[config.mk]
export PLATFORM = sky130hd
export DESIGN_NAME = bft_stream_packetizer
export DESIGN_NICKNAME = d
export VERILOG_FILES = /design/src/rtl/bft_pkg.sv /design/src/rtl/bft_credit_counter.sv /design/src/rtl/bft_stream_packetizer.sv
export SDC_FILE = /design/constraint.sdc
export NUM_CORES = 1
export LEC_CHECK = 0
export ABC_CLOCK_PERIOD_IN_PS = 3800
export BUFFER_PORTS_ARGS = -buffer_cell sky130_fd_sc_hd__buf_2
export CAP_MARGIN = 15
export CORE_MARGIN = 5
export CORE_UTILIZATION = 30
export DETAILED_ROUTE_END_ITERATION = 8
export GPL_TIMING_DRIVEN = 1
export PLACE_DENSITY_LB_ADDON = 0.15
export SYNTH_ARGS = -nofsm -noshare
export SYNTH_HDL_FRONTEND = slang
export SYNTH_SLANG_ARGS = --single-unit
[constraint.sdc]
create_clock -name clk -period 3.8 [get_ports clk]
set_clock_uncertainty 0.2 [all_clocks]
set_input_delay 0.38 -clock clk [delete_from_list [all_inputs] [get_ports clk]]
set_output_delay 0.38 -clock clk [all_outputs]
set_load 0.02 [all_outputs]
[src/rtl/bft_pkg.sv]
// Shared definitions for the BFT stream packetizer: packet field layout,
// control-port constant, FSM states and credit capacity.
package bft_pkg;

  localparam int PACKET_BITS           = 49;
  localparam int PAYLOAD_BITS          = 32;
  localparam int NUM_LEAF_BITS         = 5;
  localparam int NUM_PORT_BITS         = 4;
  localparam int NUM_ADDR_BITS         = 7;
  localparam int FREESPACE_UPDATE_SIZE = 64;

  localparam int CREDIT_BITS = NUM_ADDR_BITS + 1;
  localparam int CREDIT_CAP  = 1 << NUM_ADDR_BITS;

  localparam int VALID_BIT = 48;
  localparam int LEAF_LSB  = 43;
  localparam int PORT_LSB  = 39;
  localparam int ADDR_LSB  = 32;

  localparam logic [NUM_PORT_BITS-1:0] CTRL_PORT = '0;

  typedef enum logic [1:0] {
    ST_IDLE  = 2'd0,
    ST_RUN   = 2'd1,
    ST_STALL = 2'd2,
    ST_HOLD  = 2'd3
  } state_t;

  // Freespace updates arrive on the control port; the freed count sits in the low payload byte.
  function automatic logic is_update(input logic [PACKET_BITS-1:0] pkt);
    return pkt[VALID_BIT] && (pkt[PORT_LSB +: NUM_PORT_BITS] == CTRL_PORT);
  endfunction

  function automatic logic [7:0] freed_count(input logic [PACKET_BITS-1:0] pkt);
    return pkt[7:0];
  endfunction

endpackage

[src/rtl/bft_credit_counter.sv]
// Sender-side credit register: load to full capacity, decrement per sent word,
// add freed entries from returned updates, saturating at capacity.
module bft_credit_counter
  import bft_pkg::*;
(
  input  logic                   clk_i,
  input  logic                   rst_i,
  input  logic                   load_i,
  input  logic                   dec_i,
  input  logic [7:0]             add_i,
  output logic [CREDIT_BITS-1:0] count_o,
  output logic                   zero_o
);

  localparam logic [CREDIT_BITS-1:0] CAP     = CREDIT_BITS'(CREDIT_CAP);
  localparam logic [CREDIT_BITS+1:0] CAP_EXT = (CREDIT_BITS+2)'(CREDIT_CAP);

  logic [CREDIT_BITS-1:0] count_q, count_d;
  logic [CREDIT_BITS+1:0] sum;

  always_comb begin
    sum = {2'b00, count_q} - {{(CREDIT_BITS+1){1'b0}}, dec_i} + {2'b00, add_i};
    if (load_i) begin
      count_d = CAP;
    end else if (sum > CAP_EXT) begin
      count_d = CAP;
    end else begin
      count_d = sum[CREDIT_BITS-1:0];
    end
  end

  always_ff @(posedge clk_i) begin
    if (rst_i) begin
      count_q <= '0;
    end else begin
      count_q <= count_d;
    end
  end

  assign count_o = count_q;
  assign zero_o  = (count_q == '0);

endmodule

[src/rtl/bft_stream_packetizer.sv]
// Stream-to-BFT-packet engine with credit flow control toward one destination.
// Optional statistics counters are enabled by defining BFT_PACKETIZER_STATS_EN.
//
// state    | meaning
// IDLE     | waiting for ap_start, no acks
// RUN      | accepting words while credits remain
// STALL    | out of credits, waiting for a freespace update
// HOLD     | network resend in progress, output forced to zero
module bft_stream_packetizer
  import bft_pkg::*;
(
  input  logic                     clk,
  input  logic                     reset,
  input  logic                     ap_start,
  input  logic [NUM_LEAF_BITS-1:0] cfg_dest_leaf,
  input  logic [NUM_PORT_BITS-1:0] cfg_dest_port,
  input  logic [PAYLOAD_BITS-1:0]  din_user,
  input  logic                     vld_user,
  output logic                     ack_user,
  input  logic [PACKET_BITS-1:0]   din_leaf_bft2interface,
  output logic [PACKET_BITS-1:0]   dout_leaf_interface2bft,
  input  logic                     resend,
  output logic [CREDIT_BITS-1:0]   credit_count
`ifdef BFT_PACKETIZER_STATS_EN
  ,
  output logic [31:0]              stat_sent,
  output logic [31:0]              stat_stall
`endif
);

  state_t                   state_q;
  logic [NUM_LEAF_BITS-1:0] leaf_q;
  logic [NUM_PORT_BITS-1:0] port_q;
  logic [NUM_ADDR_BITS-1:0] addr_q;
  logic [PACKET_BITS-1:0]   dout_q;

  logic       cred_zero;
  logic       start_ok;
  logic [7:0] add_amt;
  logic       stall_next;

  assign start_ok = (state_q == ST_IDLE) && ap_start;
  assign add_amt  = ((state_q != ST_IDLE) && is_update(din_leaf_bft2interface))
                    ? freed_count(din_leaf_bft2interface) : 8'd0;
  assign ack_user = (state_q == ST_RUN) && vld_user && !cred_zero && !reset;

  // The last credit goes out with no update arriving alongside it.
  assign stall_next = ack_user && (credit_count == CREDIT_BITS'(1)) && (add_amt == 8'd0);

  bft_credit_counter u_credit (
    .clk_i   (clk),
    .rst_i   (reset),
    .load_i  (start_ok),
    .dec_i   (ack_user),
    .add_i   (add_amt),
    .count_o (credit_count),
    .zero_o  (cred_zero)
  );

  always_ff @(posedge clk) begin
    if (reset) begin
      state_q <= ST_IDLE;
      leaf_q  <= '0;
      port_q  <= '0;
      addr_q  <= '0;
      dout_q  <= '0;
    end else begin
      dout_q <= ack_user ? {1'b1, leaf_q, port_q, addr_q, din_user} : '0;
      case (state_q)
        ST_IDLE: begin
          if (ap_start) begin
            leaf_q  <= cfg_dest_leaf;
            port_q  <= cfg_dest_port;
            addr_q  <= '0;
            state_q <= ST_RUN;
          end
        end
        ST_RUN: begin
          if (ack_user) addr_q <= addr_q + 1'b1;
          if (resend)          state_q <= ST_HOLD;
          else if (stall_next) state_q <= ST_STALL;
        end
        ST_STALL: begin
          if (resend)          state_q <= ST_HOLD;
          else if (!cred_zero) state_q <= ST_RUN;
        end
        ST_HOLD: begin
          if (!resend) state_q <= cred_zero ? ST_STALL : ST_RUN;
        end
        default: state_q <= ST_IDLE;
      endcase
    end
  end

  // A word registered during the resend cycle surfaces in HOLD and is dropped there.
  assign dout_leaf_interface2bft = (resend || (state_q == ST_HOLD)) ? '0 : dout_q;

`ifdef BFT_PACKETIZER_STATS_EN
  logic [31:0] stat_sent_q, stat_stall_q;

  always_ff @(posedge clk) begin
    if (reset || start_ok) begin
      stat_sent_q  <= '0;
      stat_stall_q <= '0;
    end else begin
      if (dout_leaf_interface2bft[VALID_BIT]) stat_sent_q <= stat_sent_q + 32'd1;
      if ((state_q == ST_STALL) && vld_user && (stat_stall_q != '1))
        stat_stall_q <= stat_stall_q + 32'd1;
    end
  end

  assign stat_sent  = stat_sent_q;
  assign stat_stall = stat_stall_q;
`endif

endmodule
==> run summary <==
outcome - complete, no violations
max cap viols - 0
routed vias - 2648
Clock transition at path regs - 0.08 ns
clock root cell - clkbuf_8
mapped cell area - 0.00327 mm2
Post-synth EDFFs - 0
FF-to-FF setup slack - 0.29 ns
synth warn - 0
Syn Area/Cell - 9.23 um2
cell area power density - 399 mW/mm2
most used cell, CP - ha_1
top_reg_cell synth - dfxtp_1
largest net degree at the start of global routing - 57
CP bufs+invs - 0
max incr delay on CP - 0.50 ns
DP Area - 0.00400 mm2
Max stage delay cell, worst path - dfxtp_1
Netlist cell types - 43
CP Class - flop to flop
Static Leak - 2.07 nW
layout cell share with drive strength beyond 1 - 30.1%
Pins Over Slew Limit - 0
wire per inst - 12.7 um
Max-slew headroom - 37.9%
register area share after synthesis - 45.9%
initial antenna violation count - 0
setup TNS - 0 ns
gr busiest metal - met2
Max Buffers Root-to-Sink - 2
vias in the first global route - 2554
Die Area - 0.0131 mm2
Placeable Area - 0.0107 mm2
Setup crit end kind - flop
hold-fix buffers at CTS - 0
post-synthesis async set-or-reset flop share - 0%
Inserted Clock Buffers - 9
Synth top area share - 45.9%
Slew @ Worst Pin - 0.929 ns
Initial DRT Pass Iterations - 4
data arrival time of the worst path - 3.58 ns
Die Wd - 114 um
Mapped Nets - 461
Worst Path Required - 3.87 ns
first-pass GRT wire length - 12.5 mm
Area Growth Syn to Fin - 29.6%
M1 GR Usage - 16.1%
Iter 0 DRT Violations - 126
clk sinks - 75
Worst Hold Class - primary input to flop
minimum clock period - 3.51 ns
remaining routing DRC violations - 0
CTS H-Tree Depth - 3
cell chain of the critical path - nand4bb_1 > a41oi_4 > ha_1 > nand2_1 > nor4_1 > xor2_1 > ha_1 > a21o_1 > a21oi_1 > o211ai_1 > xnor2_1 > o31ai_1 > nor2b_1
Post-Synthesis Cells - 354
CTS tree - done
met2 GRT Util - 18.5%
via/cell ratio - 4.33
num ports - 153
dpl hpwl - 5.69 mm
global placement routability congestion - 0.796
met3 global-route usage - 2.80%
Die H - 114 um
Setup violations, final - 0
RSZ-0062 raised after global routing - no
Fmax - 285 MHz
Final period util - 92.4%
global-route usage over all layers - 11.9%
crit-path max FO - 7
Initial Util - 30.4%
Port Buffers - 116
fin area - 0.00424 mm2
Routed WL - 7.76 mm
Worst VDD drop - 0.175 mV
row count - 38
FF+latch count, synth - 75
cell family with most CP delay - compound AO/OA/AOI/OAI gates
Worst-Skew Late Latency - 0.33 ns
antenna viol nets, final - 0
Worst setup SP type - flop
count of final hold-check violations - 0
total gr overflow - 0
largest cells by area after synthesis - dfxtp_1 (46%), and2_1 (20%), ha_1 (4.2%)
cell taking the most area after synthesis - dfxtp_1
nets - 576
n_diodes - 0
## layout make-up
cell class / instances / area [um2]
clock buffers: 9 / 124
multi-input cells: 258 / 1700
fillers: 1151 / 6510
inverters: 5 / 18.8
well taps: 140 / 175
clock inverters: 5 / 104
repair buffers: 120 / 611
flip-flops and latches: 75 / 1500
## routing by layer
metal / up-vias / share of wire [%]
li1: 1392 / -
met1: 1169 / 48
met2: 80 / 44
met3: 7 / 7.0
met4: 0 / 1.0
met5: - / 0
## metrics by stage
stage               cells  utilization, %  hold slack (ns)  power [mW]  setup slack (ns)
finish                612            39.4           0.0394        1.69             0.289
global route          612            39.4           0.0198        1.77           0.00844
CTS                   612            39.4           0.0153        1.72             0.182
detailed placement    598            37.3            0.239       0.991             0.219
global placement      598            37.3            0.237       0.990             0.255
floorplan             354               -            0.230       0.926            0.0855
## state kept, by name (all words and copies together), names as in the netlist
| register | flops |
|---|---|
| addr_q | 7 |
| dout_q | 49 |
| leaf_q | 5 |
| port_q | 4 |
| state_q | 2 |
| u_credit.count_o | 8 |
## path summary, 6_finish.rpt
path,to,cells past startpoint,startpoint
worst max-delay path,u_credit.count_o[6],13,state_q[0]
worst min-delay path,dout_q[10],2,din_user[10]
worst max register to register,u_credit.count_o[6],13,state_q[0]
worst min register to register,leaf_q[2],2,leaf_q[2]
## synthesized netlist by cell type (3+ instances only)
cell        n
and2_1    107
dfxtp_1    75
nand2_1    32
a21oi_1    20
nor2_1     16
clkbuf_1   13
ha_1       11
xnor2_1    10
xor2_1      9
inv_1       5
nor3_1      5
nand3_1     4
nor3b_1     4
nor4_1      4
o21ai_0     4
a21o_1      3
nand2b_1    3
## cells in the final DEF, fill, tap and decap left out, drive strengths merged, types with 2 or more instances in the layout
master and n:
a41oi 2, clkbuf 9, xor2 9, nor4 5, buf 120, o2111a 2
and4bb 2, nand3 4, o21ai 5, xnor2 10, clkinv 2, bufinv 3
nand2b 3, nor3 5, inv 5, ha 11, a21oi 20, dfxtp 75
nor2 16, and2 107, nor3b 4, nand2 32, a21o 3, nand4b 2
## power breakdown
group / internal (mW) / total, mW / switching, mW
registers: 0.803 / 0.816 / 0.0128
clock network: 0.429 / 0.719 / 0.289
logic: 0.0667 / 0.155 / 0.0885
## timing repair
action                                 4_1_cts  5_1_grt
endpoints found under the hold margin        0        0
resized for setup                            0        1
setup buffers                                0        0
setup endpoints to repair                    0        1
## cell families (layout without fill, tap and decap cells)
kind of cell               after synthesis  in the layout  share of synthesized area (%)
muxes                                    1              1                          0.306
AOI/OAI and AO/OA                       40             40                           8.04
xor gates and xnor gates                19             19                           5.09
adders and majority gates               12             12                           4.82
buffers and inverters                   21            139                           2.79
and+or+nand+nor                        186            186                           33.0
DFF                                     75             75                           45.9
No activity file was read; power rests on OpenSTA's default activity.
